--- src/rtl/mdu_iterative.sv ---
// Purpose:      iterative RV32M multiply/divide unit (shift-add multiply, restoring divide).
// Latency:      XLEN+1 cycles from accepted start to done; 1 cycle for divide special cases.
// Backpressure: none; start is taken only in IDLE and busy stalls the pipeline during RUN.
//
// Ports:
//   clk_i     rising-edge clock
//   rst_i     synchronous active-high reset, overrides start_i and flush_i
//   start_i   request a new operation (sampled only in IDLE)
//   flush_i   abort the in-flight operation; no done pulse, result_o keeps its value
//   op_i      funct3: 0 MUL, 1 MULH, 2 MULHSU, 3 MULHU, 4 DIV, 5 DIVU, 6 REM, 7 REMU
//   rs1_i     operand A (multiplicand / dividend)
//   rs2_i     operand B (multiplier / divisor)
//   busy_o    high exactly while in RUN
//   done_o    one-cycle pulse, result_o valid in that cycle
//   result_o  registered result, held until the next done pulse
module mdu_iterative #(
   parameter int unsigned XLEN  = 32,
   parameter int unsigned CNT_W = 6
) (
   input  logic            clk_i,
   input  logic            rst_i,
   input  logic            start_i,
   input  logic            flush_i,
   input  logic [2:0]      op_i,
   input  logic [XLEN-1:0] rs1_i,
   input  logic [XLEN-1:0] rs2_i,
   output logic            busy_o,
   output logic            done_o,
   output logic [XLEN-1:0] result_o
);

   typedef enum logic [1:0] {
      S_IDLE = 2'd0,
      S_RUN  = 2'd1,
      S_DONE = 2'd2
   } state_e;

   localparam logic [2:0] OP_MUL    = 3'd0;
   localparam logic [2:0] OP_MULH   = 3'd1;
   localparam logic [2:0] OP_MULHSU = 3'd2;
   localparam logic [2:0] OP_DIV    = 3'd4;
   localparam logic [2:0] OP_REM    = 3'd6;

   localparam logic [CNT_W-1:0] LAST_ITER = CNT_W'(XLEN - 1);
   localparam logic [XLEN-1:0]  INT_MIN   = {1'b1, {(XLEN-1){1'b0}}};

   // ------------------------------------------------------------------
   // State and datapath registers
   // ------------------------------------------------------------------
   state_e              state_q, state_d;
   logic [CNT_W-1:0]    cnt_q, cnt_d;
   logic [2:0]          op_q, op_d;
   logic [XLEN-1:0]     opb_q, opb_d;        // multiplicand / divisor magnitude
   logic [2*XLEN-1:0]   prod_q, prod_d;      // {partial product, remaining multiplier}
   logic [XLEN:0]       rem_q, rem_d;        // partial remainder
   logic [XLEN-1:0]     quo_q, quo_d;        // dividend shifting out, quotient shifting in
   logic                neg_q, neg_d;        // final result must be negated
   logic                spec_q, spec_d;      // divide special case, result precomputed
   logic [XLEN-1:0]     spec_res_q, spec_res_d;
   logic [XLEN-1:0]     result_q, result_d;
   logic                done_q, done_d;

   // ------------------------------------------------------------------
   // Operand decode (used only when a start is accepted)
   // ------------------------------------------------------------------
   logic            a_signed, b_signed;
   logic            a_neg, b_neg;
   logic [XLEN-1:0] a_mag, b_mag;
   logic            is_div;
   logic            div_zero, div_ovf, special;
   logic [XLEN-1:0] spec_val;
   logic            neg_start;

   always_comb begin
      a_signed = (op_i == OP_MULH) || (op_i == OP_MULHSU) ||
                 (op_i == OP_DIV)  || (op_i == OP_REM);
      b_signed = (op_i == OP_MULH) || (op_i == OP_DIV) || (op_i == OP_REM);
      a_neg    = a_signed & rs1_i[XLEN-1];
      b_neg    = b_signed & rs2_i[XLEN-1];
      a_mag    = a_neg ? (~rs1_i + 1'b1) : rs1_i;
      b_mag    = b_neg ? (~rs2_i + 1'b1) : rs2_i;
      is_div   = op_i[2];
      div_zero = (rs2_i == '0);
      div_ovf  = ((op_i == OP_DIV) || (op_i == OP_REM)) &&
                 (rs1_i == INT_MIN) && (rs2_i == '1);
      special  = is_div && (div_zero || div_ovf);
      // op_i[1] distinguishes remainder from quotient within the divide group.
      if (div_zero) begin
         spec_val = op_i[1] ? rs1_i : '1;
      end else begin
         spec_val = op_i[1] ? '0 : rs1_i;
      end
      // Remainder follows the dividend; product and quotient follow sign XOR.
      if (is_div && op_i[1]) begin
         neg_start = a_neg;
      end else begin
         neg_start = a_neg ^ b_neg;
      end
   end

   // ------------------------------------------------------------------
   // One iteration step
   // ------------------------------------------------------------------
   logic [XLEN:0]   mul_sum;
   logic [XLEN+1:0] rem_sh;
   logic [XLEN+1:0] rem_sub;
   logic            rem_ge;

   always_comb begin
      // Shift-add: add the multiplicand into the upper half when the
      // current multiplier LSB is set; the carry re-enters on the shift.
      mul_sum = {1'b0, prod_q[2*XLEN-1:XLEN]} +
                (prod_q[0] ? {1'b0, opb_q} : {(XLEN+1){1'b0}});
      // Restoring divide: bring down the next dividend bit and trial-subtract.
      // The shifted value never reaches bit XLEN+1, so that bit of the
      // difference is a clean borrow flag.
      rem_sh  = {rem_q, quo_q[XLEN-1]};
      rem_sub = rem_sh - {2'b00, opb_q};
      rem_ge  = ~rem_sub[XLEN+1];
   end

   // ------------------------------------------------------------------
   // Sign correction and result select, applied in DONE
   // ------------------------------------------------------------------
   logic [2*XLEN-1:0] prod_fix;
   logic [XLEN-1:0]   mul_res;
   logic [XLEN-1:0]   quo_fix;
   logic [XLEN-1:0]   rem_fix;
   logic [XLEN-1:0]   final_res;

   always_comb begin
      prod_fix = neg_q ? (~prod_q + 1'b1) : prod_q;
      mul_res  = (op_q == OP_MUL) ? prod_fix[XLEN-1:0] : prod_fix[2*XLEN-1:XLEN];
      quo_fix  = neg_q ? (~quo_q + 1'b1) : quo_q;
      rem_fix  = neg_q ? (~rem_q[XLEN-1:0] + 1'b1) : rem_q[XLEN-1:0];
      if (spec_q) begin
         final_res = spec_res_q;
      end else if (!op_q[2]) begin
         final_res = mul_res;
      end else if (op_q[1]) begin
         final_res = rem_fix;
      end else begin
         final_res = quo_fix;
      end
   end

   // ------------------------------------------------------------------
   // Next-state / datapath control
   // ------------------------------------------------------------------
   always_comb begin
      state_d    = state_q;
      cnt_d      = cnt_q;
      op_d       = op_q;
      opb_d      = opb_q;
      prod_d     = prod_q;
      rem_d      = rem_q;
      quo_d      = quo_q;
      neg_d      = neg_q;
      spec_d     = spec_q;
      spec_res_d = spec_res_q;
      result_d   = result_q;
      done_d     = 1'b0;

      case (state_q)
         S_IDLE: begin
            if (start_i && !flush_i) begin
               op_d       = op_i;
               opb_d      = b_mag;
               prod_d     = {{XLEN{1'b0}}, a_mag};
               rem_d      = '0;
               quo_d      = a_mag;
               neg_d      = neg_start;
               spec_d     = special;
               spec_res_d = spec_val;
               cnt_d      = '0;
               state_d    = special ? S_DONE : S_RUN;
            end
         end

         S_RUN: begin
            if (flush_i) begin
               cnt_d   = '0;
               state_d = S_IDLE;
            end else begin
               cnt_d = cnt_q + 1'b1;
               if (op_q[2]) begin
                  rem_d = rem_ge ? rem_sub[XLEN:0] : rem_sh[XLEN:0];
                  quo_d = {quo_q[XLEN-2:0], rem_ge};
               end else begin
                  prod_d = {mul_sum, prod_q[XLEN-1:1]};
               end
               if (cnt_q == LAST_ITER) begin
                  state_d = S_DONE;
               end
            end
         end

         S_DONE: begin
            state_d = S_IDLE;
            cnt_d   = '0;
            if (!flush_i) begin
               result_d = final_res;
               done_d   = 1'b1;
            end
         end

         default: begin
            state_d = S_IDLE;
         end
      endcase
   end

   // ------------------------------------------------------------------
   // Registers
   // ------------------------------------------------------------------
   always_ff @(posedge clk_i) begin
      if (rst_i) begin
         state_q <= S_IDLE;
      end else begin
         state_q <= state_d;
      end
   end

   always_ff @(posedge clk_i) begin
      if (rst_i) begin
         cnt_q      <= '0;
         op_q       <= '0;
         opb_q      <= '0;
         prod_q     <= '0;
         rem_q      <= '0;
         quo_q      <= '0;
         neg_q      <= 1'b0;
         spec_q     <= 1'b0;
         spec_res_q <= '0;
         result_q   <= '0;
         done_q     <= 1'b0;
      end else begin
         cnt_q      <= cnt_d;
         op_q       <= op_d;
         opb_q      <= opb_d;
         prod_q     <= prod_d;
         rem_q      <= rem_d;
         quo_q      <= quo_d;
         neg_q      <= neg_d;
         spec_q     <= spec_d;
         spec_res_q <= spec_res_d;
         result_q   <= result_d;
         done_q     <= done_d;
      end
   end

   assign busy_o   = (state_q == S_RUN);
   assign done_o   = done_q;
   assign result_o = result_q;

endmodule
--- config.mk ---
export PLATFORM = sky130hd
export DESIGN_NAME = mdu_iterative
export DESIGN_NICKNAME = d
export VERILOG_FILES = /design/src/rtl/mdu_iterative.sv
export SDC_FILE = /design/constraint.sdc
export NUM_CORES = 1
export LEC_CHECK = 0
export CORE_MARGIN = 5
export CORE_UTILIZATION = 41
export CTS_CLUSTER_DIAMETER = 40
export DETAILED_ROUTE_END_ITERATION = 16
export GPL_ROUTABILITY_DRIVEN = 0
export PLACE_DENSITY_LB_ADDON = 0.25
export SETUP_SLACK_MARGIN = 0.02
export SLEW_MARGIN = 40
export SYNTH_ARGS = -nofsm -noshare
export SYNTH_HDL_FRONTEND = slang
export SYNTH_SLANG_ARGS = --single-unit
--- constraint.sdc ---
create_clock -name clk_i -period 4.7 [get_ports clk_i]
set_input_delay 0.47 -clock clk_i [delete_from_list [all_inputs] [get_ports clk_i]]
set_output_delay 0.47 -clock clk_i [all_outputs]
set_load 0.01 [all_outputs]
**Word level (Yosys, flattened, before mapping)**

Index checks and enable logic that the tools add are counted.

- Register bits: 239
- Bits of input ports: 71
- Output and inout bits: 34
- Logic and storage cells: 106

- Add/sub/neg operators: 8
- Equal/unequal tests: 14
- Multiplexer cells: 36
- Bitwise gates (word level): 11
- Reductions and logical operators: 25

Operator list:

| kind | number |
|---|---|
| $mux 32 | 15 |
| $mux 64 | 4 |
| $mux 33 | 4 |
| $add 32x1->32 const B | 4 |
| $not 32->32 | 4 |
| $pmux 64 s2 | 1 |
| $pmux 33 s2 | 1 |
| $add 64x1->64 const B | 1 |
| $eq 32x32->1 const B | 2 |
| $not 64->64 | 1 |
| $pmux 32 s2 | 1 |
| $sub 34x32->34 | 1 |
| $add 32x32->33 | 1 |
| $logic_not 32->1 | 1 |
| $pmux 6 s3 | 1 |
| $mux 6 | 2 |
| $mux 2 | 4 |
| $reduce_and 2->1 | 4 |
| $reduce_and 4->1 | 2 |
| $logic_or 1x1->1 | 7 |
| $add 6x1->6 const B | 1 |
| $eq 3x3->1 const B | 2 |
| $eq 6x5->1 const B | 1 |
| $ne 2x2->1 const B | 3 |
| 18 further kinds | 26 |

**Logic depth before layout (Yosys ltp)**

- Depth in word-level cells: 9
- Gate-level depth with buffers: 14
- Mapped depth without buffers: 13

**Least setup slack after synthesis**

Ideal clock, no wire load.

- Path kind: register to register
- Start: register quo_q[31]
- End: register rem_q[26]
- Library setup time: 0.129 ns
- Arrival: 3.209 ns
- Required time: 4.571 ns
- Slack: 1.362 ns
- Stages on the path, launching flop included: 14
- Path buffers: 0
- Period minus slack after synthesis: 3.338 ns
- Cells stage by stage: dfxtp_1 -> inv_1 -> ha_1 -> inv_1 -> fa_1 -> a211oi_1 -> o21ai_0 -> a31oi_1 -> a2111oi_0 -> o41ai_1 -> o31ai_1 -> xor2_1 -> mux2i_1 -> o21ai_0

- Word-level cells in the longest chain between the ends: 5

RTL lines:

| what | RTL line | text |
|---|---|---|
| start: declaration | 56 | `logic [XLEN-1:0] quo_q, quo_d;` |
| start signal: assignment | 243 | `quo_q <= quo_d;` |
| $sub 34x32->34 | 118 | `rem_sub = rem_sh - {2'b00, opb_q};` |
| $mux 33 | 187 | `rem_d = rem_ge ? rem_sub[XLEN:0] : rem_sh[XLEN:0];` |
| $mux 33 | 186 | `if (op_q[2]) begin` |
| $mux 33 | 181 | `if (flush_i) begin` |
| $pmux 33 s2 | 164 | `case (state_q)` |
| end signal: assignment | 242 | `rem_q <= rem_d;` |
| end: declaration | 55 | `logic [XLEN:0] rem_q, rem_d;` |

No other way between the ends. The select of a mux whose other input is x is not followed.
A chain may end at the register's enable or synchronous reset.

**Worst setup path in the final report**

- Start: register prod_q[0]
- End: register prod_q[56]

- Word-level cells in the longest chain between the ends: 5

RTL lines:

| what | RTL line | text |
|---|---|---|
| start: declaration | 54 | `logic [2*XLEN-1:0] prod_q, prod_d;` |
| start signal: assignment | 241 | `prod_q <= prod_d;` |
| $mux 32 | 113 | `(prod_q[0] ? {1'b0, opb_q} : {(XLEN+1){1'b0}});` |
| $add 32x32->33 | 112 | `mul_sum = {1'b0, prod_q[2*XLEN-1:XLEN]} +` |
| $mux 64 | 186 |  |
| $mux 64 | 181 |  |
| $pmux 64 s2 | 164 |  |

No other way between the ends. The select of a mux whose other input is x is not followed.

==> tab_implementation.tex <==
\begin{tabular}{lr}
\hline
Metric & Value \\
\hline
\multicolumn{2}{l}{\textbf{Timing}} \\
\quad Final clock period utilization by the worst path & 0.824 \\
\quad Normalized max-slew margin & 0.405 \\
\quad Final min period & 3870 ps \\
\quad Total negative slack for setup checks & 0 ps \\
\quad Final setup slack of the worst path & 825 ps \\
\quad Final setup violation count & 0 \\
\quad Clock Skews & approximately 26 ps \\
\quad Maximum operating frequency & 258 MHz \\
\quad Unrepaired setup endpoints after global routing & false \\
\quad Actual slew at the worst max-slew pin & 890 ps \\
\quad Final count of pins violating max slew & 0 \\
\quad Final Hold Vio Count & 0 \\
\multicolumn{2}{l}{\textbf{GRT}} \\
\quad Grt ovf & 0 \\
\quad Antenna violations before repair & 1 \\
\quad Number of global-route vias before repair & 17800 \\
\quad Total routing resource utilization after global routing & 0.267 \\
\quad Global-route wire length before repair & 105 mm \\
\quad Pin count of the biggest net entering global routing & 73 \\
\multicolumn{2}{l}{\textbf{CTS}} \\
\quad Total number of H-tree levels & 2 \\
\quad Number of instances resized during post-cts repair & 0 \\
\quad Clock latency on the worst-skew pair & roughly 580 ps \\
\quad Cell chosen for the clock root & clkbuf\_16 \\
\quad Post-CTS setup repair buffer count & 0 \\
\quad Hold\_buf cts & 0 \\
\quad Clock buffers created by TritonCTS & between 40 and 50 \\
\quad Clock tree from TritonCTS & built \\
\quad Clock sink total & 239 \\
\quad Clock input transition at the sequential cells of the worst setup and hold paths & 50 ps \\
\quad Buffer depth of the longest clock path & 3 \\
\multicolumn{2}{l}{\textbf{Run}} \\
\quad MaxCap Viol Count & 0 \\
\multicolumn{2}{l}{\textbf{Routing}} \\
\quad Vias post-DR & 19300 \\
\quad Routed wire length per instance & 21.9 um \\
\quad Drt drc & 0 \\
\quad Violation count after the first detailed-routing iteration & 2413 \\
\quad Detailed-router iteration count before antenna repair & 6 \\
\quad Antenna violation net count after detailed routing & 0 \\
\quad Detailed-route wire length & approximately 69 mm \\
\quad Detailed-route vias per instance & 6.13 \\
\multicolumn{2}{l}{\textbf{Yosys}} \\
\quad Number of instances in the synthesized netlist & 2485 \\
\quad Syn. warnings & 0 \\
\quad Leading post-synthesis cells by instance count & nor2\_1, nand2\_1, dfxtp\_1 \\
\quad Avg Cell Area, Syn & 7.37 um\^{}2 \\
\quad EDFF count, synth & 0 \\
\quad Commonest register cell after synthesis & dfxtp\_1 \\
\quad Share of flip-flops with an asynchronous set or reset & 0 \\
\quad Count leader, synth & nor2\_1 \\
\quad Total standard cell area after synthesis & around 0.018 mm\^{}2 \\
\quad Biggest area contributors in the synthesized netlist & dfxtp\_1, nor2\_1, xnor2\_1 \\
\quad Cell type with the highest aggregate area in the netlist & dfxtp\_1 \\
\quad Distinct cells, synth & 76 \\
\quad Number of flip-flops and latches in the synthesized netlist & 239 \\
\quad Share of the synthesized area in the top cell type & 0.261 \\
\quad Sequential fraction of the synthesis area & 0.261 \\
\quad Synth Net Count & approximately 2600 \\
\multicolumn{2}{l}{\textbf{Cells and area}} \\
\quad Net count of the finished layout & between 2000 and 3000 \\
\quad Syn-to-layout area delta & 16.8\% \\
\quad Multi-input gate area in the final layout & between 0.01 and 0.015 mm\^{}2 \\
\quad Filler Cell Count & 4377 \\
\quad Register Area & 0.00479 mm\^{}2 \\
\quad Share of post-route cells with drive strength above 1 & 0.0631 \\
\multicolumn{2}{l}{\textbf{Power and ir drop}} \\
\quad Part of the power in the clock network & 0.462 \\
\quad Total net switching power & 0.00227 W \\
\quad Reported leakage power & around 8.1 nW \\
\quad Net Sw Frac & 0.322 \\
\quad Power density relative to cell area & $\sim$330 mW/mm\^{}2 \\
\quad Internal portion of total power & 0.00477 W \\
\quad Sequential cell fraction of total power & 0.325 \\
\quad Comb pwr share & 0.213 \\
\quad Maximum vdd drop & a little under 200 uV \\
\multicolumn{2}{l}{\textbf{Hold path}} \\
\quad Worst Hold Launch & rst\_i \\
\quad Class of the tightest hold or removal check & in -> reg \\
\multicolumn{2}{l}{\textbf{Worst setup path}} \\
\quad Worst flop-to-flop path startpoint & prod\_q[0]\$\_SDFFE\_PP0P\_ \\
\quad Worst-path maximum fanout & 32 \\
\quad Category of the worst setup path launch point & flop \\
\quad Worst EP required & 5130 ps \\
\quad Arr. time, crit path & 4300 ps \\
\quad Critical Path Source & prod\_q[0]\$\_SDFFE\_PP0P\_ \\
\quad Crit Path Class & reg -> reg \\
\quad Category of the worst setup path capture point & flop \\
\multicolumn{2}{l}{\textbf{Status}} \\
\quad Status & finished clean \\
\multicolumn{2}{l}{\textbf{Floorplanning}} \\
\quad Num rows & 77 \\
\quad Area of the die & 0.0490 mm\^{}2 \\
\quad Placeable core region & around 0.044 mm\^{}2 \\
\quad Die span in y & 221 um \\
\quad Die W & roughly 220 um \\
\quad Boundary Pins & 105 \\
\quad Starting utilization of the core area & 0.414 \\
\multicolumn{2}{l}{\textbf{Place}} \\
\quad Number of buffers added on ports & about 100 \\
\quad Post-detailed-placement half-perimeter wirelength & approximately 53 mm \\
\quad Worst slack after detailed placement & 915 ps \\
\hline
\end{tabular}
-- final timing paths --
check	to	slack [ps]	cells after the start
setup / recovery	prod_q[56]$_SDFFE_PP0P_	830	12
setup reg to reg	prod_q[56]$_SDFFE_PP0P_	830	12
hold / removal	prod_q[53]$_SDFFE_PP0P_	330	2
hold reg to reg	result_o[12]$_SDFFE_PP0P_	460	2
-- final cells by class --
cell class,count,area share
Timing Repair Buffer,148,0.0659
Clock inverter,27,0.0158
Antenna cell,1,0.000117
Inverter,90,0.0158
Multi-Input combinational cell,1998,0.590
Clock buffer,51,0.0541
Sequential cell,239,0.224
Tap cell,592,0.0346
-- layout by cell type, fill, tap and decap left out, types with 89 or more instances in the layout --
cell	instances
a211oi_1	102
a21oi_1	192
clkdlybuf4s50_1	103
dfxtp_1	236
inv_1	89
nand2_1	253
nor2_1	294
o21ai_0	181
xnor2_1	120
xor2_1	92
-- per-layer routing --
layer	global-route usage	vias to the layer above	wire [um]
li1	-	9105	-
met1	0.383	9034	30200
met2	0.386	973	28100
met3	0.0588	185	7370
met4	0.111	0	3180
met5	0	-	0
-- critical path, cell delays in order (launching register included) --
cell       delay [ps]
dfxtp_1           500
inv_1             100
buf_4             260
nor2_1            380
ha_1              370
a2111oi_0         620
a21oi_1           260
o211ai_1          300
nand3b_1          190
a31oi_1           360
o21bai_1          140
xnor2_1           150
o21ai_0            80
-- power by group through the flow --
stage	sequential (W)	combinational (W)	clock, W
5_1_grt	0.00229	0.00163	0.00338
4_1_cts	0.00227	0.00146	0.00329
3_3_place_gp	0.00231	0.00144	0
2_1_floorplan	0.00224	0.00104	0
6_report	0.00229	0.00150	0.00325
3_5_place_dp	0.00232	0.00146	0
-- registers in the layout, summed over array words and instances (netlist names) --
signal / cells
spec_res_q: 32
neg_q: 1
prod_q: 64
op_q: 3
result_o: 32
spec_q: 1
quo_q: 32
rem_q: 33
done_o: 1
cnt_q: 6
state_q: 2
opb_q: 32
-- metrics by stage --
step	instance area [um^2]	instances	total power (W)	hold WS, ps	utilization
CTS	21300	3143	0.00702	335	0.483
detailed placement	19800	3065	0.00377	451	0.449
finish	21400	3146	0.00704	330	0.484
global placement	19800	3065	0.00375	442	0.449
floorplan	18300	2485	0.00328	432	-
global route	21400	3145	0.00730	365	0.483
-- cell families (layout without fill, tap and decap cells) --
kind of cell             after synthesis  in the layout  share of synthesized area
AND/OR/NAND/NOR                      875            875                      0.222
XOR/XNOR                             212            212                      0.101
flip-flops                           239            239                      0.261
AO/OA/AOI/OAI                        764            764                      0.271
multiplexers                          42             42                     0.0246
adder cells (fa/ha/maj)              105            105                     0.0682
other                                  0              1                          0
buffers and inverters                248            316                     0.0519
(Power assumes the default switching activity.)
